[config.mk]
export PLATFORM = sky130hd
export DESIGN_NAME = console_term_writer
export DESIGN_NICKNAME = d
export VERILOG_FILES = /design/src/rtl/console_pkg.sv /design/src/rtl/console_copy_engine.sv /design/src/rtl/console_term_writer.sv
export SDC_FILE = /design/constraint.sdc
export NUM_CORES = 1
export LEC_CHECK = 0
export BUFFER_PORTS_ARGS = -buffer_cell sky130_fd_sc_hd__clkbuf_2
export CORE_ASPECT_RATIO = 0.8
export CORE_UTILIZATION = 45
export DETAILED_ROUTE_END_ITERATION = 10
export PLACE_DENSITY = 0.68
export SLEW_MARGIN = 20
export SYNTH_ARGS = -nofsm -noshare
export SYNTH_HDL_FRONTEND = slang
export SYNTH_HIERARCHICAL = 1
export SYNTH_SLANG_ARGS = --single-unit
export TNS_END_PERCENT = 10
[constraint.sdc]
create_clock -name clk -period 2.2 [get_ports clk]
set_input_delay 0.11 -clock clk [delete_from_list [all_inputs] [get_ports clk]]
set_output_delay 0.11 -clock clk [all_outputs]
set_load 0.02 [all_outputs]
[src/rtl/console_pkg.sv]
// console_pkg: shared constants and types for the console text writer.
//   NUM_ROWS / NUM_COLS : default text buffer geometry (3 x 10)
//   CELL_W              : width of one buffer cell {color[1:0], ascii[6:0]}
//   BLANK_CELL          : colour 0 space, used by scroll fill and clear
//   CH_*                : control codes recognised by the decoder
//   state_t             : writer FSM states
package console_pkg;

  localparam int NUM_ROWS = 3;
  localparam int NUM_COLS = 10;
  localparam int CELL_W   = 9;

  localparam logic [CELL_W-1:0] BLANK_CELL = 9'h020;

  localparam logic [7:0] CH_BS         = 8'h08;
  localparam logic [7:0] CH_LF         = 8'h0A;
  localparam logic [7:0] CH_FF         = 8'h0C;
  localparam logic [7:0] CH_CR         = 8'h0D;
  localparam logic [7:0] CH_COLOR_BASE = 8'h10;

  typedef enum logic [1:0] {
    IDLE   = 2'd0,
    SCROLL = 2'd1,
    CLEAR  = 2'd2
  } state_t;

  // True for the bytes that land in the buffer as a character.
  function automatic logic is_printable(input logic [7:0] b);
    return (b >= 8'h20) && (b <= 8'h7E);
  endfunction

  // True for the four colour-select codes 0x10..0x13.
  function automatic logic is_color_code(input logic [7:0] b);
    return b[7:2] == CH_COLOR_BASE[7:2];
  endfunction

endpackage

[src/rtl/console_copy_engine.sv]
// console_copy_engine: cell sequencer for whole-buffer scroll and clear.
//   clk, reset : clock, asynchronous active-high reset
//   run        : writer is in SCROLL or CLEAR (advance one cell per cycle)
//   scroll     : writer is in SCROLL (copy rows up, then blank the last row)
//   rd_data    : buffer cell at rd_addr (asynchronous read)
//   rd_addr    : source cell for the copy, 0 when not copying
//   cell_addr  : destination cell of the current step
//   cell_data  : data to write at cell_addr this step
//   last       : current step is the final cell of the sweep
// The parent registers cell_addr/cell_data onto its write port, so each
// step appears on the buffer write bus one cycle after it is presented.
module console_copy_engine
#(
  parameter int NUM_ROWS = console_pkg::NUM_ROWS,
  parameter int NUM_COLS = console_pkg::NUM_COLS,
  parameter int ADDR_W   = 5
)
(
  input  logic              clk,
  input  logic              reset,
  input  logic              run,
  input  logic              scroll,
  input  logic [8:0]        rd_data,
  output logic [ADDR_W-1:0] rd_addr,
  output logic [ADDR_W-1:0] cell_addr,
  output logic [8:0]        cell_data,
  output logic              last
);
  import console_pkg::*;

  localparam int CELLS      = NUM_ROWS * NUM_COLS;
  localparam int COPY_CELLS = (NUM_ROWS - 1) * NUM_COLS;
  // One extra count of headroom so CELLS itself is representable.
  localparam int KW         = $clog2(CELLS + 1);

  logic [KW-1:0] k_r;
  logic          copy_s;

  // Sweep counter: walks 0..CELLS-1 while running, parked at 0 otherwise.
  always_ff @(posedge clk or posedge reset) begin
    if (reset) begin
      k_r <= {KW{1'b0}};
    end else if (run) begin
      if (last) begin
        k_r <= {KW{1'b0}};
      end else begin
        k_r <= k_r + {{(KW-1){1'b0}}, 1'b1};
      end
    end else begin
      k_r <= {KW{1'b0}};
    end
  end

  // Source/destination selection: cells below the last row copy from one
  // row further down; the last row is filled with blanks.
  always_comb begin
    copy_s    = scroll && (k_r < KW'(COPY_CELLS));
    cell_addr = ADDR_W'(k_r);
    last      = (k_r == KW'(CELLS - 1));
    if (copy_s) begin
      rd_addr   = ADDR_W'(k_r + KW'(NUM_COLS));
      cell_data = rd_data;
    end else begin
      rd_addr   = {ADDR_W{1'b0}};
      cell_data = BLANK_CELL;
    end
  end

endmodule

[src/rtl/console_term_writer.sv]
// console_term_writer: byte-stream front end for the 3x10 VGA text buffer.
// Decodes printable ASCII and control codes, tracks the cursor and colour,
// and issues single-cell buffer writes; LF on the bottom row scrolls and FF
// clears the buffer through console_copy_engine.
//   clk, reset             : clock, asynchronous active-high reset
//   in_data/in_valid/in_ready : byte input handshake (accepted only in IDLE)
//   wr_en/wr_addr/wr_data  : registered buffer write port
//   rd_addr/rd_data        : buffer read port used while scrolling
//   cursor_row/cursor_col  : current cursor position
//   busy                   : scroll/clear sweep in progress
// Build option: define CONSOLE_AUTOWRAP_EN to wrap the cursor to the next
// line after a printable in the last column (scrolling on the bottom row);
// without it the cursor sticks in the last column.
module console_term_writer
#(
  parameter int NUM_ROWS = console_pkg::NUM_ROWS,
  parameter int NUM_COLS = console_pkg::NUM_COLS,
  parameter int ADDR_W   = 5
)
(
  input  logic              clk,
  input  logic              reset,
  input  logic [7:0]        in_data,
  input  logic              in_valid,
  output logic              in_ready,
  output logic              wr_en,
  output logic [ADDR_W-1:0] wr_addr,
  output logic [8:0]        wr_data,
  output logic [ADDR_W-1:0] rd_addr,
  input  logic [8:0]        rd_data,
  output logic [1:0]        cursor_row,
  output logic [3:0]        cursor_col,
  output logic              busy
);
  import console_pkg::*;

  localparam logic [1:0] ROW_MAX = 2'(NUM_ROWS - 1);
  localparam logic [3:0] COL_MAX = 4'(NUM_COLS - 1);

  state_t            state_r;
  logic [1:0]        row_r;
  logic [3:0]        col_r;
  logic [1:0]        color_r;
  logic              wr_en_r;
  logic [ADDR_W-1:0] wr_addr_r;
  logic [8:0]        wr_data_r;

  logic [ADDR_W-1:0] cell_s;
  logic              eng_run_s;
  logic              eng_scroll_s;
  logic [ADDR_W-1:0] eng_addr_s;
  logic [8:0]        eng_data_s;
  logic              eng_last_s;

  // Linear cell index of the cursor and engine mode decode.
  always_comb begin
    cell_s       = ADDR_W'(row_r) * ADDR_W'(NUM_COLS) + ADDR_W'(col_r);
    eng_run_s    = (state_r != IDLE);
    eng_scroll_s = (state_r == SCROLL);
  end

  console_copy_engine #(
    .NUM_ROWS (NUM_ROWS),
    .NUM_COLS (NUM_COLS),
    .ADDR_W   (ADDR_W)
  ) u_copy (
    .clk       (clk),
    .reset     (reset),
    .run       (eng_run_s),
    .scroll    (eng_scroll_s),
    .rd_data   (rd_data),
    .rd_addr   (rd_addr),
    .cell_addr (eng_addr_s),
    .cell_data (eng_data_s),
    .last      (eng_last_s)
  );

  // Writer FSM: byte decode, cursor/colour tracking and the write port.
  always_ff @(posedge clk or posedge reset) begin
    if (reset) begin
      state_r   <= IDLE;
      row_r     <= 2'd0;
      col_r     <= 4'd0;
      color_r   <= 2'b00;
      wr_en_r   <= 1'b0;
      wr_addr_r <= {ADDR_W{1'b0}};
      wr_data_r <= 9'h000;
    end else begin
      wr_en_r <= 1'b0;
      case (state_r)
        IDLE: begin
          if (in_valid) begin
            if (is_printable(in_data)) begin
              wr_en_r   <= 1'b1;
              wr_addr_r <= cell_s;
              wr_data_r <= {color_r, in_data[6:0]};
              if (col_r == COL_MAX) begin
`ifdef CONSOLE_AUTOWRAP_EN
                col_r <= 4'd0;
                if (row_r == ROW_MAX) begin
                  state_r <= SCROLL;
                end else begin
                  row_r <= row_r + 2'd1;
                end
`else
                // Cursor sticks; later printables overwrite this cell.
                col_r <= col_r;
`endif
              end else begin
                col_r <= col_r + 4'd1;
              end
            end else if (in_data == CH_CR) begin
              col_r <= 4'd0;
            end else if (in_data == CH_LF) begin
              col_r <= 4'd0;
              if (row_r == ROW_MAX) begin
                state_r <= SCROLL;
              end else begin
                row_r <= row_r + 2'd1;
              end
            end else if (in_data == CH_BS) begin
              if (col_r != 4'd0) begin
                col_r <= col_r - 4'd1;
              end else begin
                col_r <= 4'd0;
              end
            end else if (in_data == CH_FF) begin
              row_r   <= 2'd0;
              col_r   <= 4'd0;
              state_r <= CLEAR;
            end else if (is_color_code(in_data)) begin
              color_r <= in_data[1:0];
            end else begin
              // Unrecognised byte: consumed with no effect.
              color_r <= color_r;
            end
          end else begin
            state_r <= IDLE;
          end
        end
        SCROLL, CLEAR: begin
          wr_en_r   <= 1'b1;
          wr_addr_r <= eng_addr_s;
          wr_data_r <= eng_data_s;
          if (eng_last_s) begin
            state_r <= IDLE;
          end else begin
            state_r <= state_r;
          end
        end
        default: begin
          state_r <= IDLE;
        end
      endcase
    end
  end

  // Output mapping: handshake derives directly from the state register.
  always_comb begin
    in_ready   = (state_r == IDLE);
    busy       = (state_r != IDLE);
    wr_en      = wr_en_r;
    wr_addr    = wr_addr_r;
    wr_data    = wr_data_r;
    cursor_row = row_r;
    cursor_col = col_r;
  end

endmodule

After elaboration in Yosys (flattened, before gate mapping). Cells that the tools add are included.

Add/sub/neg operators: 6. Multipliers: 1. $lt $le $gt $ge: 3. Eq/ne operators: 21. Muxes and demuxes: 33. Bitwise operators: 5. Reduce and logical (&&, ||, !) cells: 14.

Operators with widths (number): equality test 8 x 4 -> 1 bit, second input constant (4); two-way mux 4 bit (7); two-way mux 9 bit (3); two-way mux 5 bit (5); two-way mux 2 bit (12); case mux 9 bit (2 select lines) (1); inequality test 2 bit, second input constant (5); case mux 5 bit (2 select lines) (1); greater-or-equal comparator 8 x 6 -> 1 bit, second input constant (1); less-or-equal comparator 8 x 7 -> 1 bit, second input constant (1); AND reduction 8 bit (1); AND reduction 7 bit (1); equality test 6 x 3 -> 1 bit, second input constant (1); inequality test 3 bit, second input constant (2); AND reduction 6 bit (1); nonzero test 2 bit (3); adder 5 x 1 -> 5 bit, second input constant (1); adder 5 x 4 -> 5 bit (1); adder 5 x 4 -> 5 bit, second input constant (1); equality test 5 bit, second input constant (1); less-than comparator 5 bit, second input constant (1); inverter 1 bit (5); nonzero test 5 bit (1); adder 4 x 1 -> 4 bit, second input constant (1); 19 further kinds (22).

Bits in registers: 30. Input port bits: 20. Output and inout bits: 28. Word-level logic and storage cells: 91.

Depth between registers and ports, before layout.
Word-level depth: 8. Depth in mapped cells: 8. Mapped depth without buffers: 7.

Modules after synthesis. The synthesis kept the hierarchy.

By module, submodules not included: console_term_writer (instances 1, cells an instance 170, area each 1647.8 µm², seq. area each 625.6 µm²); console_copy_engine (instances 1, cells an instance 46, area each 469.2 µm², seq. area each 125.1 µm²).

Least setup slack after synthesis. Ideal clock, no wire load.

Kind: register to register. Start: register state_r[0]. End: register wr_addr_r[0], in the netlist wr_addr[0]. Library setup time: 0.126 ns. Arrival: 1.734 ns. Data required time: 2.074 ns. Path slack: 0.340 ns. Stages on the path, launching flop included: 8. Path buffers: 2. Clock period less this slack: 1.860 ns. Cells stage by stage: dfrtp_1 inv_1 ha_1 clkbuf_1 inv_1 o22ai_4 buf_2 a21oi_1.

Longest elaborated chain between the ends: 4. Elaborated cells between the ends (all ways): 9. Those cells by class: 4 x eq/ne; 1 x mux; 4 x reduce/logical.

RTL lines: start: declaration (RTL line console_term_writer.sv:40) `state_t state_r;`; start signal: assignment (RTL line console_term_writer.sv:148) `state_r <= state_r;`; equality test 2 bit or equality test 2 x 1 -> 1 bit (tied branches) (RTL line console_term_writer.sv:90) `case (state_r)`; OR reduction 2 bit (RTL line console_term_writer.sv:90); nonzero test 2 bit (no line); AND reduction 3 bit (no line); end signal: assignment (RTL line console_term_writer.sv:86) `wr_addr_r <= {ADDR_W{1'b0}};`; end signal: assignment (RTL line console_term_writer.sv:95) `wr_addr_r <= cell_s;`; end signal: assignment (RTL line console_term_writer.sv:143) `wr_addr_r <= eng_addr_s;`; end: declaration (RTL line console_term_writer.sv:45) `logic [ADDR_W-1:0] wr_addr_r;`.

Parallel ways exist; a longest one is shown, timed or not. A chain may end at the register's enable or synchronous reset.

Worst setup path after layout.
Start: register state_r[1]. End: register col_r[2], in the netlist cursor_col[2].

Longest elaborated chain between the ends: 2.

RTL lines: zero test 2 bit (RTL line console_term_writer.sv:90); AND reduction 4 bit (no line); end signal: assignment (RTL line console_term_writer.sv:107) `col_r <= col_r;`; end signal: assignment (RTL line console_term_writer.sv:110) `col_r <= col_r + 4'd1;`; end signal: assignment (RTL line console_term_writer.sv:123) `col_r <= col_r - 4'd1;`; end: declaration (RTL line console_term_writer.sv:42) `logic [3:0] col_r;`.

No other way between the ends.

==> qor.yml <==
status: "finished, final reports clean"
synthArstFlopShare: 1.00
dr_wl_met2_um: 2210
synthMuxAreaShare: 0.0816
grt_pass1_vias: 1708
period_needed_ns: 1.85
rsz0062_at_grt: "no"
grt_overflow: 0
hold_viol_final: 0
insertedDiodeCount: 0
yosys.area_share.adder: 0.0863
critPathKind: "register to register"
end_kind: "register"
chipWidth_um: 78.7
synthFlopType: "dfrtp_1"
synth-simple-area-share: 0.217
drt_iter0_drc: 94
cts_hold_buf: 1
max-vdd-ir-drop_uv: 364
final_nets: 300
grt_usage: 0.230
synth_seq_cells: 30
postRouteAntennaNets: 0
drc_errors: 0
ys_types: 63
synthTopCellsByArea: "dfrtp_1 35%, ha_1 7.7%, mux2i_1 5.7%"
grt_max_degree: 29
dr_total_vias: 1804
fmax_mhz: 541
die_area_sq_um: 4980
critical-path-slowest-cell: "dfrtp_1"
fin_skew_ns: 0.00353
syn-num-nets: 250
wl_per_cell_um: 16.0
layout-drive-gt1-share: 0.311
r2r_slack_ns: 0.35
synth_area_sq_um: 2120
postCtsSetupBuffers: 0
clkTransAtPathRegs_ns: 0.06
yosysWarningCount: 6
cts_resized: 0
synth-edff-count: 0
slew_violations: 0
worstPathRequired_ns: 2.38
hp-class: "primary input to register"
cts_buffer_depth: 2
start_util: 0.488
clock-sinks: 30
tns_ns: 0
slew_headroom: 0.640
total_power_mw: 1.81
syn_area_per_cell_sq_um: 9.80
dp_hpwl_um: 3840
synth-compound-area-share: 0.189
grt_pass1_wl_um: 8650
period_share: 0.841
io_buffers: 47
p_leak_nw: 1.18
endpoint: "cursor_col[2]$_DFFE_PP0P_"
p_per_area_nw_per_um2: 723
critPathBufInv: 1
crit_start: "state_r[1]$_DFFE_PP0P_"
via_per_inst: 5.57
drv_cap: 0
place_congestion: 0.957
r2r-end: "cursor_col[2]$_DFFE_PP0P_"
reg2reg_depth: 6
yosys.area.top_type: "dfrtp_1"
synth.most_common_cell: "dfrtp_1"
slowest_delay_ns: 0.40
firstDrtPassIters: 4
io_pins: 48
crit_fanout: 5
area_growth_pct: 18.1
setup_viol: 0
path_depth: 6
clk_latency_ns: 0.29
core_sq_um: 4340
worst_pin_slew_ns: 0.534
top_layer: "met4"
row_count: 21
synth_common_cells: "30 x dfrtp_1, 22 x nor2_1, 20 x a21oi_1"
critPathLaunchType: "register"
wirelength_um: 5180
crit_arrival_ns: 2.03
met3WireLength_um: 348
yosysTopAreaCellShare: 0.355
wl_met1_um: 2570
root_buffer: "clkbuf_8"
antenna_found_initial: 0
synth_top_family_by_area: "simple AND/OR/NAND/NOR gates"
postSynthCellCount: 216
cts_tree: "done"
cts_made_buffers: 5
ys_seq_area_frac: 0.355
r2r_start: "state_r[1]$_DFFE_PP0P_"
synth_xor_area_frac: 0.0165
fp.dieH_um: 63.4
path_delay_family: "flip-flops"
path_cells: "inv_1 -> ha_1 -> nand2_1 -> a41oi_2 -> o21ai_2 -> mux2_4"
htreeDepth: 2
==> stage by stage <==
step	utilization	setup slack (ns)	instances	area [sq um]	hold WS [ns]
after floorplan	-	0.340	216	2120	-0.111
final	0.577	0.350	324	2500	0.124
after CTS	0.577	0.354	324	2500	0.125
after detailed placement	0.554	0.372	315	2400	0.0150
after global routing	0.577	0.221	324	2500	0.141
after global placement	0.554	0.416	315	2400	0.0165
==> layout make-up <==
cell class,count,area [sq um]
Sequential cell,30,751
Multi-Input combinational cell,161,1250
Clock buffer,7,86.3
Fill cell,394,1830
Clock inverter,1,5.00
Inverter,15,56.3
Timing Repair Buffer,53,283
Tap cell,57,71.3
==> kinds of logic after synthesis <==
kind of cell	Yosys count
compound gates	52
xor+xnor	4
fa+ha+maj	14
buf+inv	25
flops	30
mux	16
simple gates	75
==> worst min path at each step <==
stage | start | endpoint | depth (start not counted)
global placement | reset | u_copy/cell_addr[4]$_DFF_PP0_ | 2
finish | in_data[0] | color_r[0]$_DFFE_PP0P_ | 2
global route | in_data[0] | color_r[0]$_DFFE_PP0P_ | 2
CTS | in_data[0] | color_r[0]$_DFFE_PP0P_ | 2
floorplan | reset | u_copy/cell_addr[0]$_DFF_PP0_ | 1
detailed placement | reset | u_copy/cell_addr[2]$_DFF_PP0_ | 2
==> registers in the layout, summed over array words and instances, names as in the netlist <==
register          flops
state_r               2
wr_en                 1
cursor_col            4
wr_data               9
u_copy/cell_addr      5
cursor_row            2
color_r               2
wr_addr               5
==> where the power goes <==
part	total (mW)	leakage, nW	switching, mW	internal [mW]
sequential	0.715	0.361	0.0759	0.639
combinational	0.628	0.773	0.378	0.250
clock	0.466	0.0482	0.214	0.252
total	1.81	1.18	0.668	1.14
==> placed cells by master (no fill, tap or decap), drive strengths merged, types with 2 or more instances in the layout <==
cell    netlist  final
o22ai         3      3
nor3          4      4
nand2        13     13
nand4b        3      3
o21ai         9      9
ha           13     13
mux2i        12     12
nor2         23     23
and3b        10     10
buf           7      5
nor3b         3      3
o21a          2      2
dfrtp        30     30
xnor2         2      2
o31ai         3      3
clkbuf        3     54
xor2          2      2
a21oi        20     20
inv          15     15
nand3         4      4
mux2          4      4
and4          2      2
and2          4      4
==> layer usage <==
| layer | up-vias | GRT usage |
|---|---|---|
| met5 | - | 0 |
| met4 | 0 | 0.0625 |
| met3 | 6 | 0.0754 |
| met2 | 62 | 0.321 |
| met1 | 856 | 0.336 |
| li1 | 880 | - |
No activity file was read; power rests on OpenSTA's default activity.
